**config.mk**
```make
export PLATFORM = sky130hd
export DESIGN_NAME = color_msg_uart_tx
export DESIGN_NICKNAME = d
export VERILOG_FILES = /design/src/rtl/color_msg_uart_tx.sv
export SDC_FILE = /design/constraint.sdc
export NUM_CORES = 1
export LEC_CHECK = 0
export CAP_MARGIN = 30
export CORE_ASPECT_RATIO = 0.5
export CORE_MARGIN = 2
export CORE_UTILIZATION = 62
export CTS_CLUSTER_SIZE = 14
export DETAILED_ROUTE_END_ITERATION = 7
export DONT_BUFFER_PORTS = 1
export HOLD_SLACK_MARGIN = 0.03
export PLACE_DENSITY = 0.85
export SYNTH_ARGS = -nofsm -noshare
export SYNTH_HDL_FRONTEND = slang
export SYNTH_SLANG_ARGS = --single-unit
```
**constraint.sdc**
```tcl
create_clock -name clk50 -period 2.4 [get_ports clk50]
set_clock_uncertainty 0.2 [all_clocks]
set_input_delay 0.24 -clock clk50 [delete_from_list [all_inputs] [get_ports clk50]]
set_output_delay 0.24 -clock clk50 [all_outputs]
set_load 0.02 [all_outputs]
```
**src/rtl/color_msg_uart_tx.sv**
```systemverilog
// rtl/color_msg_uart_tx.sv - framed colour-code packet transmitter over UART
//
// Sends one 6-byte packet 'S','I','-',MSG,'-','#' per rising edge of done,
// 8N1 framing, LSB first. Optional macro UART_PARITY_EN inserts an even
// parity bit between the data bits and the stop bit (8E1).
//
// Ports:
//   clk50    in   system clock, rising edge
//   rst_n    in   asynchronous active-low reset
//   done     in   detection-valid level from the colour stage
//   message  in   ASCII colour code ('D','M','W' legal), valid while done=1
//   tx       out  UART serial line, idles high, registered
//   busy     out  high from start bit of byte 0 until stop bit of byte 5 ends
//   sent     out  one-cycle pulse on packet completion
//   bad_code out  one-cycle pulse when a done edge carries an illegal code
module color_msg_uart_tx #(
  parameter int CLK_FREQ     = 50000000,
  parameter int BAUD         = 115200,
  parameter int CLKS_PER_BIT = CLK_FREQ / BAUD
) (
  input  logic       clk50,
  input  logic       rst_n,
  input  logic       done,
  input  logic [7:0] message,
  output logic       tx,
  output logic       busy,
  output logic       sent,
  output logic       bad_code
);

  localparam int CNT_W = (CLKS_PER_BIT > 1) ? $clog2(CLKS_PER_BIT) : 1;

`ifdef UART_PARITY_EN
  typedef enum logic [2:0] {IDLE, START, DATA, PARITY, STOP} state_t;
`else
  typedef enum logic [1:0] {IDLE, START, DATA, STOP} state_t;
`endif

  state_t           state, state_n;
  logic [CNT_W-1:0] baud_cnt, baud_cnt_n;
  logic [2:0]       bit_idx, bit_idx_n;
  logic [2:0]       byte_idx, byte_idx_n;
  logic [7:0]       msg_q, msg_q_n;
  logic [7:0]       cur_byte;
  logic             done_q;
  logic             tx_q, tx_n;
  logic             sent_q, sent_n;
  logic             bad_q, bad_n;
  logic             trigger;
  logic             code_ok;
  logic             baud_last;

  assign trigger   = done && !done_q;
  assign code_ok   = (message == 8'h44) || (message == 8'h4D) || (message == 8'h57);
  assign baud_last = (baud_cnt == CNT_W'(CLKS_PER_BIT - 1));

  always_comb begin
    case (byte_idx)
      3'd0:    cur_byte = 8'h53;
      3'd1:    cur_byte = 8'h49;
      3'd2:    cur_byte = 8'h2D;
      3'd3:    cur_byte = msg_q;
      3'd4:    cur_byte = 8'h2D;
      default: cur_byte = 8'h23;
    endcase
  end

  always_ff @(posedge clk50 or negedge rst_n) begin
    if (!rst_n) begin
      state    <= IDLE;
      baud_cnt <= '0;
      bit_idx  <= 3'd0;
      byte_idx <= 3'd0;
      msg_q    <= 8'h00;
      done_q   <= 1'b0;
      tx_q     <= 1'b1;
      sent_q   <= 1'b0;
      bad_q    <= 1'b0;
    end else begin
      state    <= state_n;
      baud_cnt <= baud_cnt_n;
      bit_idx  <= bit_idx_n;
      byte_idx <= byte_idx_n;
      msg_q    <= msg_q_n;
      done_q   <= done;
      tx_q     <= tx_n;
      sent_q   <= sent_n;
      bad_q    <= bad_n;
    end
  end

  // tx_n is the line level for the cycle after this edge, so every
  // transition computes the level of the bit it is entering.
  always_comb begin
    state_n    = state;
    baud_cnt_n = baud_cnt;
    bit_idx_n  = bit_idx;
    byte_idx_n = byte_idx;
    msg_q_n    = msg_q;
    tx_n       = tx_q;
    sent_n     = 1'b0;
    bad_n      = 1'b0;

    case (state)
      IDLE: begin
        baud_cnt_n = '0;
        tx_n       = 1'b1;
        if (trigger) begin
          if (code_ok) begin
            msg_q_n    = message;
            byte_idx_n = 3'd0;
            bit_idx_n  = 3'd0;
            tx_n       = 1'b0;
            state_n    = START;
          end else begin
            bad_n = 1'b1;
          end
        end
      end

      START: begin
        if (baud_last) begin
          baud_cnt_n = '0;
          bit_idx_n  = 3'd0;
          tx_n       = cur_byte[0];
          state_n    = DATA;
        end else begin
          baud_cnt_n = baud_cnt + CNT_W'(1);
        end
      end

      DATA: begin
        if (baud_last) begin
          baud_cnt_n = '0;
          if (bit_idx == 3'd7) begin
`ifdef UART_PARITY_EN
            tx_n    = ^cur_byte;
            state_n = PARITY;
`else
            tx_n    = 1'b1;
            state_n = STOP;
`endif
          end else begin
            bit_idx_n = bit_idx + 3'd1;
            tx_n      = cur_byte[bit_idx + 3'd1];
          end
        end else begin
          baud_cnt_n = baud_cnt + CNT_W'(1);
        end
      end

`ifdef UART_PARITY_EN
      PARITY: begin
        if (baud_last) begin
          baud_cnt_n = '0;
          tx_n       = 1'b1;
          state_n    = STOP;
        end else begin
          baud_cnt_n = baud_cnt + CNT_W'(1);
        end
      end
`endif

      STOP: begin
        if (baud_last) begin
          baud_cnt_n = '0;
          if (byte_idx == 3'd5) begin
            tx_n    = 1'b1;
            sent_n  = 1'b1;
            state_n = IDLE;
          end else begin
            byte_idx_n = byte_idx + 3'd1;
            tx_n       = 1'b0;
            state_n    = START;
          end
        end else begin
          baud_cnt_n = baud_cnt + CNT_W'(1);
        end
      end

      default: begin
        baud_cnt_n = '0;
        tx_n       = 1'b1;
        state_n    = IDLE;
      end
    endcase
  end

  assign tx       = tx_q;
  assign busy     = (state != IDLE);
  assign sent     = sent_q;
  assign bad_code = bad_q;

endmodule

```
==> flow_metrics.py <==
metrics = {
    "critical_path": {
        "critical_path_buf_inv_count": 0,
        "critPathKind": "flip-flop to flip-flop",
        "cp_data_required_time_ns": 2.38,
        "endpoint_kind": "flip-flop",
        "cp-start-kind": "flip-flop",
        "arrival_ns": 2.29,
        "top_delay_family_on_crit_path": "simple AND/OR/NAND/NOR gates",
        "critical_path.max_fanout": 9,
        "crit_path_cells": "ha_1, ha_2, nand2b_1, o221a_2, or4_1, nand4_1, o221ai_1",
        "critPathMaxStageDelay_ns": 0.45,
        "crit_slowest_cell": "sky130_fd_sc_hd__dfrtp_1",
    },
    "timing": {
        "report.final.setup_viol": 0,
        "worst_slew_pin_slew_ns": 0.463,
        "timing.final.crit_share_pct": 96.2,
        "max_clock_freq_mhz": 433,
        "totalNegativeSetupSlack_ns": 0,
        "slew-limit-headroom_pct": 69.0,
        "rsz_0062_raised_after_global_routing": "no",
        "timing.final.hold_violations": 0,
        "fin_crit_ns": 2.31,
        "drv_slew": 0,
    },
    "clocking": {
        "clock_tree.htree_level_count": 2,
        "cts_buf_count": 5,
        "cts_tree": "yes",
        "cts.path.max_buffers": 2,
        "setup_repair_bufs_after_cts": 0,
        "clk-insertion-delay-late_ns": 0.28,
        "buffer_cell_driving_the_clock_tree_root": "sky130_fd_sc_hd__clkbuf_8",
        "path_clk_slew_ns": 0.06,
        "clock-sinks": 29,
    },
    "status": {
        "outcome": "finished clean",
    },
    "yosys": {
        "synth_area_leader_cell": "sky130_fd_sc_hd__dfrtp_1",
        "library_cell_with_the_highest_instance_count_after_synthesis": "sky130_fd_sc_hd__dfrtp_1",
        "synth_area_mm2": 0.00178,
        "synth.yosys.warnings": 0,
        "ys_seq_elements": 29,
        "synth_area_leaders": "sky130_fd_sc_hd__dfrtp_1, sky130_fd_sc_hd__ha_1, sky130_fd_sc_hd__nor2_1, sky130_fd_sc_hd__nand2_1, sky130_fd_sc_hd__mux2i_1",
        "synth_common_cells": "sky130_fd_sc_hd__dfrtp_1, sky130_fd_sc_hd__nor2_1, sky130_fd_sc_hd__nand2_1",
        "synthesis.instances": 178,
        "dominantRegCellSynth": "sky130_fd_sc_hd__dfrtp_1",
        "yosys.area.top_type_share_pct": 39.4,
        "avgSynthCellArea_um2": 9.98,
        "mappedNetlistNets": 203,
        "synth-edff-count": 0,
        "ys_types": 51,
        "ys_seq_area_share_pct": 40.9,
        "ys_async_sr_fraction_pct": 100,
    },
    "floorplanning": {
        "die-width_um": 79.7,
        "fp.dieArea_mm2": 0.00334,
        "floorplan.io_pins": 15,
        "chipHeight_um": 41.9,
        "core_area_mm2": 0.00265,
        "placementRows": 13,
        "floorplan.initialDensity_pct": 67.0,
    },
    "grt": {
        "number_of_antenna_violations_at_the_first_check_in_global_routing": 0,
        "overflow": 0,
        "pin_count_of_the_biggest_net_entering_global_routing": 30,
        "first_pass_grt_wire_length_um": 6910,
        "grt_util_all_layers_pct": 27.7,
        "vias_in_the_first_global_route": 1444,
    },
    "final_layout": {
        "area_occupied_by_multi_input_gates_um2": 980,
        "layout.area.seq_um2": 727,
        "final_core_util_pct": 74.3,
        "final.fill_count": 176,
        "synthToLayoutAreaGrowth_pct": 10.8,
        "antenna_cells": 0,
        "final_net_count": 211,
        "layout_cells_sized_above_1_pct": 13.4,
    },
    "drt": {
        "drt_pre_antenna_iters": 6,
        "post-route-drc-count": 0,
        "post_drt_via_cell_ratio": 6.32,
        "routed-via-count": 1409,
        "routed_wire_length_per_instance_um": 18.1,
        "routed_wl_um": 4030,
        "ant_nets": 0,
        "initial_drc_count": 84,
    },
    "placement": {
        "buffer_ports.inserted": 0,
        "routability_cong": 0.885,
        "dpl.hpwl_um": 2790,
    },
    "run": {
        "max_cap_viol_count": 0,
    },
    "pwr": {
        "cellPowerDensity_mw_per_mm2": 466,
        "power.total_mw": 0.918,
        "worst_ir_drop_vdd_uv": 257,
        "cellLeakagePower_nw": 0.905,
    },
    "min_path": {
        "worstHoldPathType": "primary input to flip-flop",
    },
}
-- worst reg2reg max path, delay by kind of cell, from the launching register on --
kind	cells	cell delay (ns)
AO/OA/AOI/OAI	2	0.42
AND/OR/NAND/NOR	3	0.71
adder cells (fa/ha/maj)	2	0.43
flip-flops	1	0.45
-- worst paths after layout --
kind	startpoint	to	slack, ns	cells past startpoint
worst max-delay path	byte_idx[1]	tx	0.09	7
worst min-delay path	done	bad_code	0.07	3
min in group asynchronous	rst_n	bad_code	0.22	2
worst min register to register	msg_q[2]	msg_q[2]	0.29	1
max in group asynchronous	rst_n	tx	1.54	2
worst max register to register	byte_idx[1]	tx	0.09	7
-- flip-flops by register name (all words and copies together) (netlist names) --
name and count:
baud_cnt 9, msg_q 8, bit_idx 3, byte_idx 3, state 2, bad_code 1
done_q 1, sent 1, tx 1
-- per-layer routing --
| metal | vias up | GRT usage (%) | wire length, um |
|---|---|---|---|
| met5 | - | 0 | 0 |
| met4 | 0 | 10.3 | 137 |
| met3 | 17 | 8.26 | 249 |
| met2 | 56 | 48.1 | 2040 |
| met1 | 696 | 32.6 | 1600 |
| li1 | 640 | - | - |
-- final cells by class --
cell class / instances / area share [%]
repair buffers: 8 / 4.32
inverters: 12 / 2.29
clock buffers: 7 / 4.38
well taps: 37 / 2.35
flip-flops and latches: 29 / 36.9
multi-input cells: 130 / 49.7
-- cells in the final DEF (no fill, tap or decap), types with 3 or more instances in the layout --
master,synthesis,final
sky130_fd_sc_hd__xnor2_1,4,4
sky130_fd_sc_hd__clkbuf_8,0,6
sky130_fd_sc_hd__mux2_2,5,5
sky130_fd_sc_hd__nand2b_1,4,4
sky130_fd_sc_hd__nor2b_1,7,7
sky130_fd_sc_hd__o21ai_0,3,3
sky130_fd_sc_hd__xor2_1,3,3
sky130_fd_sc_hd__nand2_1,17,17
sky130_fd_sc_hd__mux2i_1,6,6
sky130_fd_sc_hd__dlygate4sd3_1,0,5
sky130_fd_sc_hd__inv_1,12,12
sky130_fd_sc_hd__ha_1,14,13
sky130_fd_sc_hd__nor2_1,18,18
sky130_fd_sc_hd__dfrtp_1,28,28
sky130_fd_sc_hd__nand3_1,5,5
-- kinds of logic (layout without fill, tap and decap cells) --
kind of cell / after synthesis / after routing / share of synthesized area (%)
AO/OA/AOI/OAI: 23 / 23 / 11.4
XOR/XNOR: 7 / 7 / 3.45
flip-flops: 29 / 29 / 40.9
AND/OR/NAND/NOR: 74 / 74 / 22.9
adder cells (fa/ha/maj): 14 / 14 / 9.86
buffers and inverters: 19 / 27 / 4.08
multiplexers: 12 / 12 / 7.39
-- what timing repair did --
item,4_1_cts,5_1_grt
hold buffers,6,0
endpoints found under the setup margin,0,1
gates resized for setup,0,1
hold endpoints to repair,34,0
-- report_power, final --
group,internal (mW),switching (mW)
logic,0.0122,0.0169
registers,0.490,0.00106
clock network,0.227,0.171
total,0.729,0.189
-- through the flow --
step	hold slack (ns)	cell area, um^2	std cells	worst slack (ns)
global route	0.0938	1970	223	0.0173
detailed placement	-0.255	1810	210	0.0798
floorplan	-0.256	1780	178	0.184
CTS	0.0681	1970	223	0.0564
finish	0.0681	1970	223	0.0913
global placement	-0.255	1810	210	0.191
Note: power is estimated with default switching activity, not from simulation.
